**src/rtl/pipe_adder_pkg.sv**
```systemverilog
// Shared definitions for pipe_adder: operation encoding and carry-segment sizing.
package pipe_adder_pkg;

   typedef enum logic {
      OP_ADD = 1'b0,
      OP_SUB = 1'b1
   } op_e;

   // Bits per carry segment; guarded so an illegal STAGES still elaborates far enough to report.
   function automatic int seg_width(input int width, input int stages);
      return (stages > 0) ? width / stages : width;
   endfunction

endpackage

```
**src/rtl/adder_seg.sv**
```systemverilog
// adder_seg: one SEG-bit ripple segment of the pipelined adder.
module adder_seg #(
   parameter int SEG = 8
) (
   input  logic [SEG-1:0] a,
   input  logic [SEG-1:0] b,
   input  logic           cin,
   output logic [SEG-1:0] sum,
   output logic           cout
);

   logic [SEG:0] total;

   assign total = {1'b0, a} + {1'b0, b} + {{SEG{1'b0}}, cin};
   assign sum   = total[SEG-1:0];
   assign cout  = total[SEG];

endmodule

```
**src/rtl/pipe_adder.sv**
```systemverilog
// pipe_adder: STAGES-deep carry-segmented adder/subtractor with operand/result skew buffers.
// Defining PIPE_ADDER_OVF_EN adds the signed-overflow output ovf.
module pipe_adder
   import pipe_adder_pkg::*;
#(
   parameter int WIDTH  = 32,
   parameter int STAGES = 4
) (
   input  logic             clk,
   input  logic             rst_n,
   input  logic             in_valid,
   output logic             in_ready,
   input  logic             op,
   input  logic             cin,
   input  logic [WIDTH-1:0] a,
   input  logic [WIDTH-1:0] b,
   output logic             out_valid,
   input  logic             out_ready,
   output logic [WIDTH-1:0] sum,
`ifdef PIPE_ADDER_OVF_EN
   output logic             carry,
   output logic             ovf
`else
   output logic             carry
`endif
);

   localparam int SEG = seg_width(WIDTH, STAGES);

   if (STAGES < 1 || STAGES > WIDTH || (WIDTH % ((STAGES < 1) ? 1 : STAGES)) != 0) begin : g_bad_cfg
      $error("pipe_adder: illegal STAGES=%0d for WIDTH=%0d", STAGES, WIDTH);
   end

   // Handshake: a beat moves on every rising edge where valid && ready. The whole pipe
   // advances as one (adv) when the output slot is empty or being taken, so in_ready is
   // a combinational function of out_valid/out_ready and never depends on in_valid.
   logic adv;
   logic is_sub;

   assign adv      = !out_valid || out_ready;
   assign in_ready = adv;
   assign is_sub   = (op_e'(op) == OP_SUB);

   for (genvar k = 0; k < STAGES; k++) begin : g_stage
      localparam int AW = WIDTH - k * SEG;

      logic [AW-1:0]        a_src;
      logic [AW-1:0]        b_src;
      logic                 c_src;
      logic                 v_src;
      logic [SEG-1:0]       seg_sum;
      logic                 seg_cout;
      logic [(k+1)*SEG-1:0] s_nxt;
      logic [(k+1)*SEG-1:0] s_q;
      logic                 c_q;
      logic                 v_q;

      // SUB folds into the adder as a + ~b + 1; cin only matters for ADD.
      if (k == 0) begin : g_head
         assign a_src = a;
         assign b_src = is_sub ? ~b : b;
         assign c_src = is_sub ? 1'b1 : cin;
         assign v_src = in_valid;
         assign s_nxt = seg_sum;
      end else begin : g_tail
         assign a_src = g_stage[k-1].g_skew.a_q;
         assign b_src = g_stage[k-1].g_skew.b_q;
         assign c_src = g_stage[k-1].c_q;
         assign v_src = g_stage[k-1].v_q;
         assign s_nxt = {seg_sum, g_stage[k-1].s_q};
      end

      adder_seg #(.SEG(SEG)) u_seg (
         .a    (a_src[SEG-1:0]),
         .b    (b_src[SEG-1:0]),
         .cin  (c_src),
         .sum  (seg_sum),
         .cout (seg_cout)
      );

      always_ff @(posedge clk or negedge rst_n) begin
         if (!rst_n) begin
            s_q <= '0;
            c_q <= 1'b0;
            v_q <= 1'b0;
         end else if (adv) begin
            s_q <= s_nxt;
            c_q <= seg_cout;
            v_q <= v_src;
         end
      end

      // Operand bits above this segment travel with the beat until their stage adds them.
      if (k < STAGES - 1) begin : g_skew
         logic [AW-SEG-1:0] a_q;
         logic [AW-SEG-1:0] b_q;

         always_ff @(posedge clk or negedge rst_n) begin
            if (!rst_n) begin
               a_q <= '0;
               b_q <= '0;
            end else if (adv) begin
               a_q <= a_src[AW-1:SEG];
               b_q <= b_src[AW-1:SEG];
            end
         end
      end
   end

   assign sum       = g_stage[STAGES-1].s_q;
   assign carry     = g_stage[STAGES-1].c_q;
   assign out_valid = g_stage[STAGES-1].v_q;

`ifdef PIPE_ADDER_OVF_EN
   // Overflow when both adder operands share a sign that the result does not.
   logic ovf_nxt;
   logic ovf_q;

   assign ovf_nxt = (g_stage[STAGES-1].a_src[SEG-1] == g_stage[STAGES-1].b_src[SEG-1]) &&
                    (g_stage[STAGES-1].seg_sum[SEG-1] != g_stage[STAGES-1].a_src[SEG-1]);

   always_ff @(posedge clk or negedge rst_n) begin
      if (!rst_n) begin
         ovf_q <= 1'b0;
      end else if (adv) begin
         ovf_q <= ovf_nxt;
      end
   end

   assign ovf = ovf_q;
`endif

endmodule

```
**config.mk**
```make
export PLATFORM = sky130hd
export DESIGN_NAME = pipe_adder
export DESIGN_NICKNAME = d
export VERILOG_FILES = /design/src/rtl/pipe_adder_pkg.sv /design/src/rtl/adder_seg.sv /design/src/rtl/pipe_adder.sv
export SDC_FILE = /design/constraint.sdc
export NUM_CORES = 1
export LEC_CHECK = 0
export ABC_AREA = 1
export CAP_MARGIN = 15
export CORE_ASPECT_RATIO = 0.5
export CORE_MARGIN = 2
export CORE_UTILIZATION = 50
export CTS_CLUSTER_DIAMETER = 120
export CTS_CLUSTER_SIZE = 12
export DETAILED_ROUTE_END_ITERATION = 10
export GPL_TIMING_DRIVEN = 0
export PLACE_DENSITY = 0.84
export SLEW_MARGIN = 20
export SYNTH_ARGS = -nofsm -noshare
export SYNTH_HDL_FRONTEND = slang
export SYNTH_SLANG_ARGS = --single-unit
```
**constraint.sdc**
```tcl
create_clock -name clk -period 1.6 [get_ports clk]
set_input_delay 0.16 -clock clk [delete_from_list [all_inputs] [get_ports clk]]
set_output_delay 0.16 -clock clk [all_outputs]
set_load 0.02 [all_outputs]
```
== After elaboration in Yosys (flattened, before gate mapping) ==
Index checks and enable logic that the tools add are counted.
Widths: inputs -> output; s select.

* Register bits after elaboration: 184
* Bits of input ports: 70

* Add/subtract/negate cells: 8
* Mux-type cells: 2
* Bitwise operators: 1
* Reduce and logical (&&, ||, !) cells: 2

{| class="wikitable"
|+ Operator list
! cell !! count
|-
| $add 8x8->9 || 4
|-
| $add 9x1->9 || 4
|-
| $mux 32 || 1
|-
| $not 32->32 || 1
|-
| $logic_not 1->1 || 1
|-
| $logic_or 1x1->1 || 1
|-
| $mux 1 || 1
|}

== Depth between registers and ports, before layout ==
Gate-level depths: netlist of the first run.

* Depth in word-level cells: 4
* Mapped depth: 14
* Mapped depth without buffers: 12

== Modules after synthesis ==
A second synthesis of the first run with hierarchy kept.

* Cell total of the unflattened synthesis: 1094
* Area total of the unflattened synthesis: 8901.0 µm²

{| class="wikitable"
|+ By module, submodules not included
! module !! times used !! cells each !! area each (µm²) !! sequential area each (µm²)
|-
| pipe_adder || 1 || 858 || 7365.8 || 4604.4
|-
| adder_seg (g_stage[1].u_seg ...) || 3 || 59 || 384.1 || 0.0
|-
| adder_seg (g_stage[0].u_seg) || 1 || 59 || 382.9 || 0.0
|}

== Least setup slack after synthesis of the first run ==
Ideal clock, no wire load.

* Kind: in2reg
* Start point: input port op
* End point: register g_stage[0].s_q[4]
* Library setup time: 76 ps
* Data arrival time: 1849 ps
* Data required time: 1524 ps
* Setup slack: -325 ps
* Cell stages on the path: 13
* Cells stage by stage: buf_4 -> buf_4 -> or2_2 -> fa_1 -> inv_1 -> fa_1 -> inv_1 -> nand2_1 -> nand2_1 -> and2_1 -> nand2_1 -> nand2_1 -> o21ai_1

* Cells in the longest elaborated chain, start to end: 3

{| class="wikitable"
|+ Ends and longest elaborated chain
! item !! line !! RTL
|-
| start, declared || pipe_adder.sv:13 || <nowiki>input logic op,</nowiki>
|-
| $mux 32 || pipe_adder.sv:61 || <nowiki>assign b_src = is_sub ? ~b : b;</nowiki>
|-
| $add 8x8->9 || adder_seg.sv:14 || <nowiki>assign total = {1'b0, a} + {1'b0, b} + {{SEG{1'b0}}, cin};</nowiki>
|-
| $add 9x1->9 (*) || adder_seg.sv:14 ||
|-
| end signal, assigned || pipe_adder.sv:87 || <nowiki>s_q <= s_nxt;</nowiki>
|-
| end, declared || pipe_adder.sv:54 || <nowiki>logic [(k+1)*SEG-1:0] s_q;</nowiki>
|}

Mark *: on every way between the ends. The rest lies on a longest branch, timed or not.
A chain may end at the register's enable or synchronous reset.

== Worst setup path in the final report of the first run ==
* Start point: register g_stage[1].g_skew.b_q[0]
* End point: register g_stage[2].s_q[22]

* Cells in the longest elaborated chain, start to end: 2

{| class="wikitable"
|+ Ends and longest elaborated chain
! item !! line !! RTL
|-
| start, declared || pipe_adder.sv:96 || <nowiki>logic [AW-SEG-1:0] b_q;</nowiki>
|-
| start signal, assigned || pipe_adder.sv:104 || <nowiki>b_q <= b_src[AW-1:SEG];</nowiki>
|-
| $add 8x8->9 || adder_seg.sv:14 ||
|-
| $add 9x1->9 || adder_seg.sv:14 ||
|-
| end signal, assigned || pipe_adder.sv:87 ||
|-
| end, declared || pipe_adder.sv:54 ||
|}

Every way passes these cells.

==> summary.md, run 1 <==
| Metric | Value |
|---|---|
| Status | finished, violations left |
| Failing checks | negative setup slack |
| Clk Latency, worst-skew pair | ~440 ps |
| Via density | about 5.3 |
| PD cells | 2050 nW/um2 |
| Post-synth EDFFs | 0 |
| Met3 GRT Util | under 10% |
| Synth cell types | 25 |
| P_leak | roughly 5.5 nW |
| First-pass GRT wire length | ~35000 um |
| Min-Delay Path Depth | 3 |
| Async SR Flop Fraction | between 90% and 100% |
| Ports | 105 |
| Final WS setup | -297 ps |
| Die Width | about 190 um |
| P&R area growth vs syn | 27.5% |
| Final ANT Viol Nets | 0 |
| DR WL/cell | ~17 um |
| Cell area after synthesis | between 8000 and 9000 um2 |
| HPWL after detailed placement | between 10000 and 15000 um |
| Grt total ovfl | 0 |
| Number of remaining DRC errors | 0 |
| Tcrit/Tclk final | 119% |
| Placed cells | 1313 |
| Worst Min Path Start | op |
| Fmax | 527 MHz |
| Max-cap violations | 0 |
| CP Launch Point | g_stage[1].g_skew.b_q[0] |
| Peak supply drop | about 1.0 mV |
| Crit path DAT | about 2300 ps |
| Die Y | a little under 100 um |
| Critical Path Fanout Max | 2 |
| Top Usage Layer GRT | met2 |
| Syn_nets | about 1100 |
| CP required | about 2000 ps |
| Tot GR Track Use | 25.5% |
| Final count of hold timing violations | 0 |
| Final-report setup violation count | 14 |
| Vias in the first global route | a little over 7000 |
| Synth Warn # | 0 |
| Num rows | 33 |
| I/O Buffers | between 100 and 150 |
| Layout filler cell count | around 1200 |
| Reg clk slew, reported paths | approximately 70 ps |
| GPL Wtd Cong | ~0.9 |
| Sequential area share after synthesis | a little over half |
| Root Driver | clkbuf_16 |
| Largest net degree at the start of global routing | 98 |
| Antenna violations before repair | 0 |
| Setup tns final | -2390 ps |
| Final #Nets | around 1200 |
| Mapped Cells | roughly 980 |
| N_diodes | 0 |
| Kind of critical path | reg2reg |
| Crit Reg-Reg Startpoint | g_stage[1].g_skew.b_q[0] |
| Most used DFF post-synth | dfrtp_1 |
| Endpoint class of the critical path | register |
| H-tree level count | 4 |
| Die ar. | ~18000 um2 |
| Min cycle time layout | between 1500 and 2000 ps |
| Final Total Pwr | approximately 22 mW |
| Mean post-synth cell area | 8.62 um2 |
| RSZ-0062 raised after global routing | true |
| Max Buffers Root-to-Sink | 2 |
| Num CTS Buffers | 17 |
| Routed vias | 7237 |
| Initial core utilization | between 50% and 60% |
| Clk sinks | roughly 180 |
| Seq cells post-synth | 184 |
| Min-delay worst type | in2reg |
| DRT iter0 DRCs | roughly 700 |
| Clk_skew | 7.93 ps |
| R2R depth | 9 |
| Grt met2 use | a little over two fifths |
| Commonest non-fill, non-tap cell in the layout | nand2_1 |
| Drt pass-1 iters | 5 |
| Worst-margin pin slew | slightly above 700 ps |
| Worst Setup Start Kind | register |
| Detailed Route WL | 22600 um |
| Most frequent cells in the layout | nand2_1, dfrtp_1, clkdlybuf4s50_1, inv_1, o21ai_0 |
| Core ar. | 16500 um2 |
| CTS tree | built |
| Share of cells above drive strength 1 | around an eighth |
| Relative slew slack | 51.9% |
| Max-slew violations | 0 |
| Final non-filler cell total | between 1000 and 1500 |
| Met1 Resource Use GR | ~33% |
## power by group
group	switching, mW	internal (mW)
sequential	1.27	6.73
clock	1.92	2.81
combinational	5.61	3.83
## flip-flops by register name, indices dropped and copies added, names as in the netlist
register            cells
g_stage.c_q             3
g_stage.g_skew.b_q     48
carry                   1
out_valid               1
g_stage.s_q            48
g_stage.g_skew.a_q     48
sum                    32
g_stage.v_q             3
## worst max-delay path, cell delays in order (launching register included)
cell and delay (ps):
dfrtp_1 410, fa_2 440, fa_2 370, nand2_2 100, nand2_2 70, nand3b_1 130
nand2_1 100, nand2_1 90, nand3_1 70, nand2_1 60
## what timing repair did
| action | CTS | global route |
|---|---|---|
| setup endpoints to repair | 15 | 32 |
| setup buffers | 10 | 2 |
| hold endpoints to repair | 96 | 0 |
| pin swaps | 9 | 24 |
| cloned | 0 | 0 |
| resized for setup | 25 | 40 |
| hold buffers | 1 | 0 |
## final timing paths
path / endpoint / slack, ps
setup reg to reg: g_stage[2].s_q[22] / -300
min in group asynchronous: sum[4] / 350
max in group asynchronous: g_stage[2].s_q[22] / 370
setup / recovery: g_stage[2].s_q[22] / -300
hold / removal: g_stage[0].g_skew.b_q[20] / 80
hold reg to reg: g_stage[2].g_skew.b_q[3] / 470
## per-layer routing
layer	up-vias	share of wire, %	wire length (um)
li1	3331	-	-
met1	3528	41	9390
met2	313	49	11100
met3	65	6.7	1510
met4	0	3.0	686
met5	-	0	0
## cells in the mapped netlist (8+ instances only)
master    instances  area, um2
a21oi_1          15       75.1
buf_2            30        150
buf_4             8       60.1
dfrtp_1         184       4600
fa_1              8        160
ha_1             28        350
inv_1            51        191
nand2_1         472       1770
nand3_1          25        125
nand3b_1         12       90.1
nor2_1           21       78.8
o21ai_0          50        250
o21ai_1          19       95.1
xnor2_1          27        236
xor2_1            9       78.8
## cells by family (layout without fill, tap and decap cells)
logic type | after synthesis | after routing | share of synthesized area (%)
and+or+nand+nor | 541 | 541 | 25.3
DFF | 184 | 184 | 54.4
AOI/OAI and AO/OA | 89 | 89 | 5.39
adders and majority gates | 36 | 36 | 6.03
buffers and inverters | 96 | 243 | 5.23
xor gates and xnor gates | 36 | 36 | 3.72
## area by class of cell
cell class              count  area [um2]  share of cell area, %
plain buffers              43         265                   2.46
clock buffers              17         425                   3.94
clock inverters            15         236                   2.19
inverters                  52         195                   1.81
multi-input cells         702        3610                   33.4
flip-flops and latches    184        4600                   42.6
well taps                 227         284                   2.63
repair buffers            116        1180                   10.9
## stage by stage
stage,hold slack (ps),worst slack (ps),area [um2],utilization (%)
6_report,83.7,-297,10800,65.5
2_1_floorplan,-136,-200,8510,-
3_3_place_gp,439,-6850,9830,59.6
5_1_grt,85.7,-380,10800,65.5
3_5_place_dp,236,-576,9860,59.8
4_1_cts,79.9,-247,10600,64.6
(Power assumes the default switching activity.)
==> run 2: changes to the inputs <==
--- a/config.mk
+++ b/config.mk
@@ -6,7 +6,6 @@
 export NUM_CORES = 1
 export LEC_CHECK = 0
 export ABC_AREA = 1
-export CAP_MARGIN = 15
 export CORE_ASPECT_RATIO = 0.5
 export CORE_MARGIN = 2
 export CORE_UTILIZATION = 50
@@ -15,7 +14,7 @@
 export DETAILED_ROUTE_END_ITERATION = 10
 export GPL_TIMING_DRIVEN = 0
 export PLACE_DENSITY = 0.84
-export SLEW_MARGIN = 20
+export SLEW_MARGIN = 10
 export SYNTH_ARGS = -nofsm -noshare
 export SYNTH_HDL_FRONTEND = slang
 export SYNTH_SLANG_ARGS = --single-unit
==> results of run 2 <==
The final DEF is identical to that of run 1; final timing and power are the same.
==> run 3: changes to the inputs <==
==> constraint.sdc (replaced) <==
create_clock -name clk -period 1.6 [get_ports clk]
set_input_delay 0.16 -clock clk [delete_from_list [all_inputs] [get_ports clk]]
set_output_delay 0.16 -clock clk [all_outputs]
set_load 0.005 [all_outputs]
==> summary.md, run 3 (same netlist as run 1, synthesis figures left out) <==
| Metric | Value |
|---|---|
| Final core utilization | 65.6% (about the same) |
| R2R depth | 9 (unchanged) |
| Drt pass-1 iters | 5 (unchanged) |
| Placed cells | 1313 (unchanged) |
| Relative slew slack | 51.5% (-0.45 points) |
| Crit path depth | 9 (unchanged) |
| Final ANT Viol Nets | 0 (unchanged) |
| Most frequent cells in the layout | nand2_1, dfrtp_1, clkdlybuf4s50_1, inv_1, o21ai_0 |
| Clk sinks | 184 (unchanged) |
| P_leak | 5.40 nW (-1.6%) |
| Critical path's slowest cell | fa_2 |
| Grt total ovfl | 0 (unchanged) |
| Die ar. | 18100 um2 (unchanged) |
| CP required | 1980 ps (about the same) |
| Core ar. | 16500 um2 (unchanged) |
| HPWL after detailed placement | 14700 um (unchanged) |
| Min-delay worst type | in2reg |
| GPL Wtd Cong | 0.924 (unchanged) |
| DRT iter0 DRCs | 708 (+0.28%) |
| Routed vias | 7234 (-0.041%) |
| Ports | 105 (unchanged) |
| Die Width | 188 um (unchanged) |
| Tcrit/Tclk final | 117% (-1.3 points) |
| Largest regs | g_stage.g_skew.a_q: 48 flops, g_stage.g_skew.b_q: 48 flops, g_stage.s_q: 48 flops |
| Endpoint class of the critical path | register |
| Max Buffers Root-to-Sink | 2 (unchanged) |
| Vias in the first global route | 7254 (-0.11%) |
| Num CTS Buffers | 17 (unchanged) |
| Failing checks | negative setup slack |
| Largest delay share family, worst path | adder cells |
| Commonest non-fill, non-tap cell in the layout | nand2_1 |
| Status | finished, violations left |
| Max-slew violations | 0 (unchanged) |
| Worst path cell trace | fa_2 > fa_2 > nand2_2 > nand2_2 > nand3b_1 > nand2_1 > nand2_1 > nand3_1 > nand2_1 |
| Bufs and invs on worst path | 0 (unchanged) |
| P&R area growth vs syn | 27.5% (about the same) |
| CP Launch Point | g_stage[1].g_skew.b_q[0] |
| Largest net degree at the start of global routing | 98 (unchanged) |
| Max-cap violations | 0 (unchanged) |
| Clk_skew | 9.21 ps (+1.28 ps) |
| Crit path DAT | 2250 ps (-20 ps) |
| Clk Latency, worst-skew pair | 440 ps (about the same) |
| I/O Buffers | 103 (unchanged) |
| Worst Setup Start Kind | register |
| CTS tree | built |
| Final-report setup violation count | 14 (unchanged) |
| Kind of critical path | reg2reg |
| Crit Reg-Reg Startpoint | g_stage[1].g_skew.b_q[0] |
| Num rows | 33 (unchanged) |
| Tot GR Track Use | 25.6% (+0.073 points) |
| Critical register-to-register path endpoint | g_stage[2].s_q[22] |
| Worst-margin pin slew | 728 ps (+6.71 ps) |
| Antenna violations before repair | 0 (unchanged) |
| Die Y | 96.0 um (unchanged) |
| Crit-path most repeated cell | nand2_1 |
| H-tree level count | 4 (unchanged) |
| Final count of hold timing violations | 0 (unchanged) |
| Reg-to-reg setup timing slack | -280 ps (+20 ps) |
| DR WL/cell | 16.7 um (+0.11%) |
| Detailed Route WL | 22700 um (+0.26%) |
| N_diodes | 0 (unchanged) |
| Reg clk slew, reported paths | 70 ps (about the same) |
| Critical Path Max Stage Delay | 440 ps (about the same) |
| Min cycle time layout | 1880 ps (-21.1 ps) |
| Share of cells above drive strength 1 | 12.4% (+0.33 points) |
| Fmax | 533 MHz (+1.1%) |
| Peak supply drop | 0.925 mV (-11%) |
| Layout filler cell count | 1178 (-0.51%) |
| Critical Path Fanout Max | 2 (unchanged) |
| Number of remaining DRC errors | 0 (unchanged) |
| Via density | 5.33 (-0.19%) |
| Final WS setup | -276 ps (+21.1 ps) |
| PD cells | 2010 nW/um2 (-1.8%) |
| First-pass GRT wire length | 35600 um (+0.27%) |
| Final non-filler cell total | 1358 (+0.15%) |
| RSZ-0062 raised after global routing | true |
| Setup crit end | g_stage[2].s_q[22] |
| Final #Nets | 1224 (+0.16%) |
| Initial core utilization | 51.4% (unchanged) |
| Root Driver | clkbuf_16 |
-- run 3: changes by cell type in the layout (fill, tap and decap cells not counted), moves of 2 or more --
| cell | change |
|---|---|
| clkbuf_4 | +2 |
| dlymetal6s2s_1 | -9 |
| clkdlybuf4s50_1 | +11 |
| buf_2 | -2 |
| clkbuf_2 | +2 |
| dlygate4sd2_1 | -2 |
-- run 3: what timing repair did --
action                     in CTS  in global routing
setup endpoints to repair      13                 31
setup buffers                  11                  3
hold buffers                    1                  0
hold endpoints to repair       96                  0
gates resized for setup        24                 34
gates cloned                    0                  0
pin swaps                       9                 25
-- run 3: routing by layer --
metal	track usage, %	vias to the layer above	wire (um)
met5	0	-	0
met4	10.3	0	617
met3	5.21	51	1550
met2	43.8	312	11000
met1	32.7	3542	9550
li1	-	3329	-
-- run 3: final cells by class --
type / count / area [um2] / area share [%]
Sequential cell: 184 / 4600 / 42.6
Multi-Input combinational cell: 702 / 3610 / 33.4
Tap cell: 227 / 284 / 2.63
Clock inverter: 15 / 236 / 2.19
Timing Repair Buffer: 118 / 1170 / 10.8
Buffer: 43 / 277 / 2.56
Inverter: 52 / 195 / 1.81
Clock buffer: 17 / 425 / 3.94
-- run 3: stage by stage --
step	setup slack (ps)	setup TNS [ps]	hold WS [ps]	power, mW	cell area, um2
4_1_cts	-247	-1810	79.9	21.1	10700
3_3_place_gp	-6850	-1262490	439	15.3	9830
5_1_grt	-374	-3520	85.9	23.1	10800
6_report	-276	-2330	73.2	21.8	10800
3_5_place_dp	-576	-5540	236	15.8	9860
2_1_floorplan	-200	-944	-136	12.8	8510
-- run 3: worst min path at each step --
| stage | slack, ps | end | cells after the start | startpoint |
|---|---|---|---|---|
| after floorplan | -140 | carry | 0 | rst_n |
| after global placement | 440 | out_valid | 2 | g_stage[2].v_q |
| after detailed placement | 240 | sum[5] | 1 | rst_n |
| after CTS | 80 | g_stage[0].g_skew.b_q[23] | 3 | op |
| after global routing | 90 | g_stage[0].g_skew.b_q[20] | 3 | op |
| final | 70 | g_stage[0].g_skew.b_q[20] | 3 | op |
-- run 3: worst min-delay path, stage by stage --
cell	delay (ps)
buf_8	110
xnor2_1	130
o21ai_0	70
-- run 3: power by group --
group	switching (mW)	internal, mW
Combinational	5.12	3.89
Sequential	1.28	6.73
Clock	1.93	2.81
Total	8.33	13.4
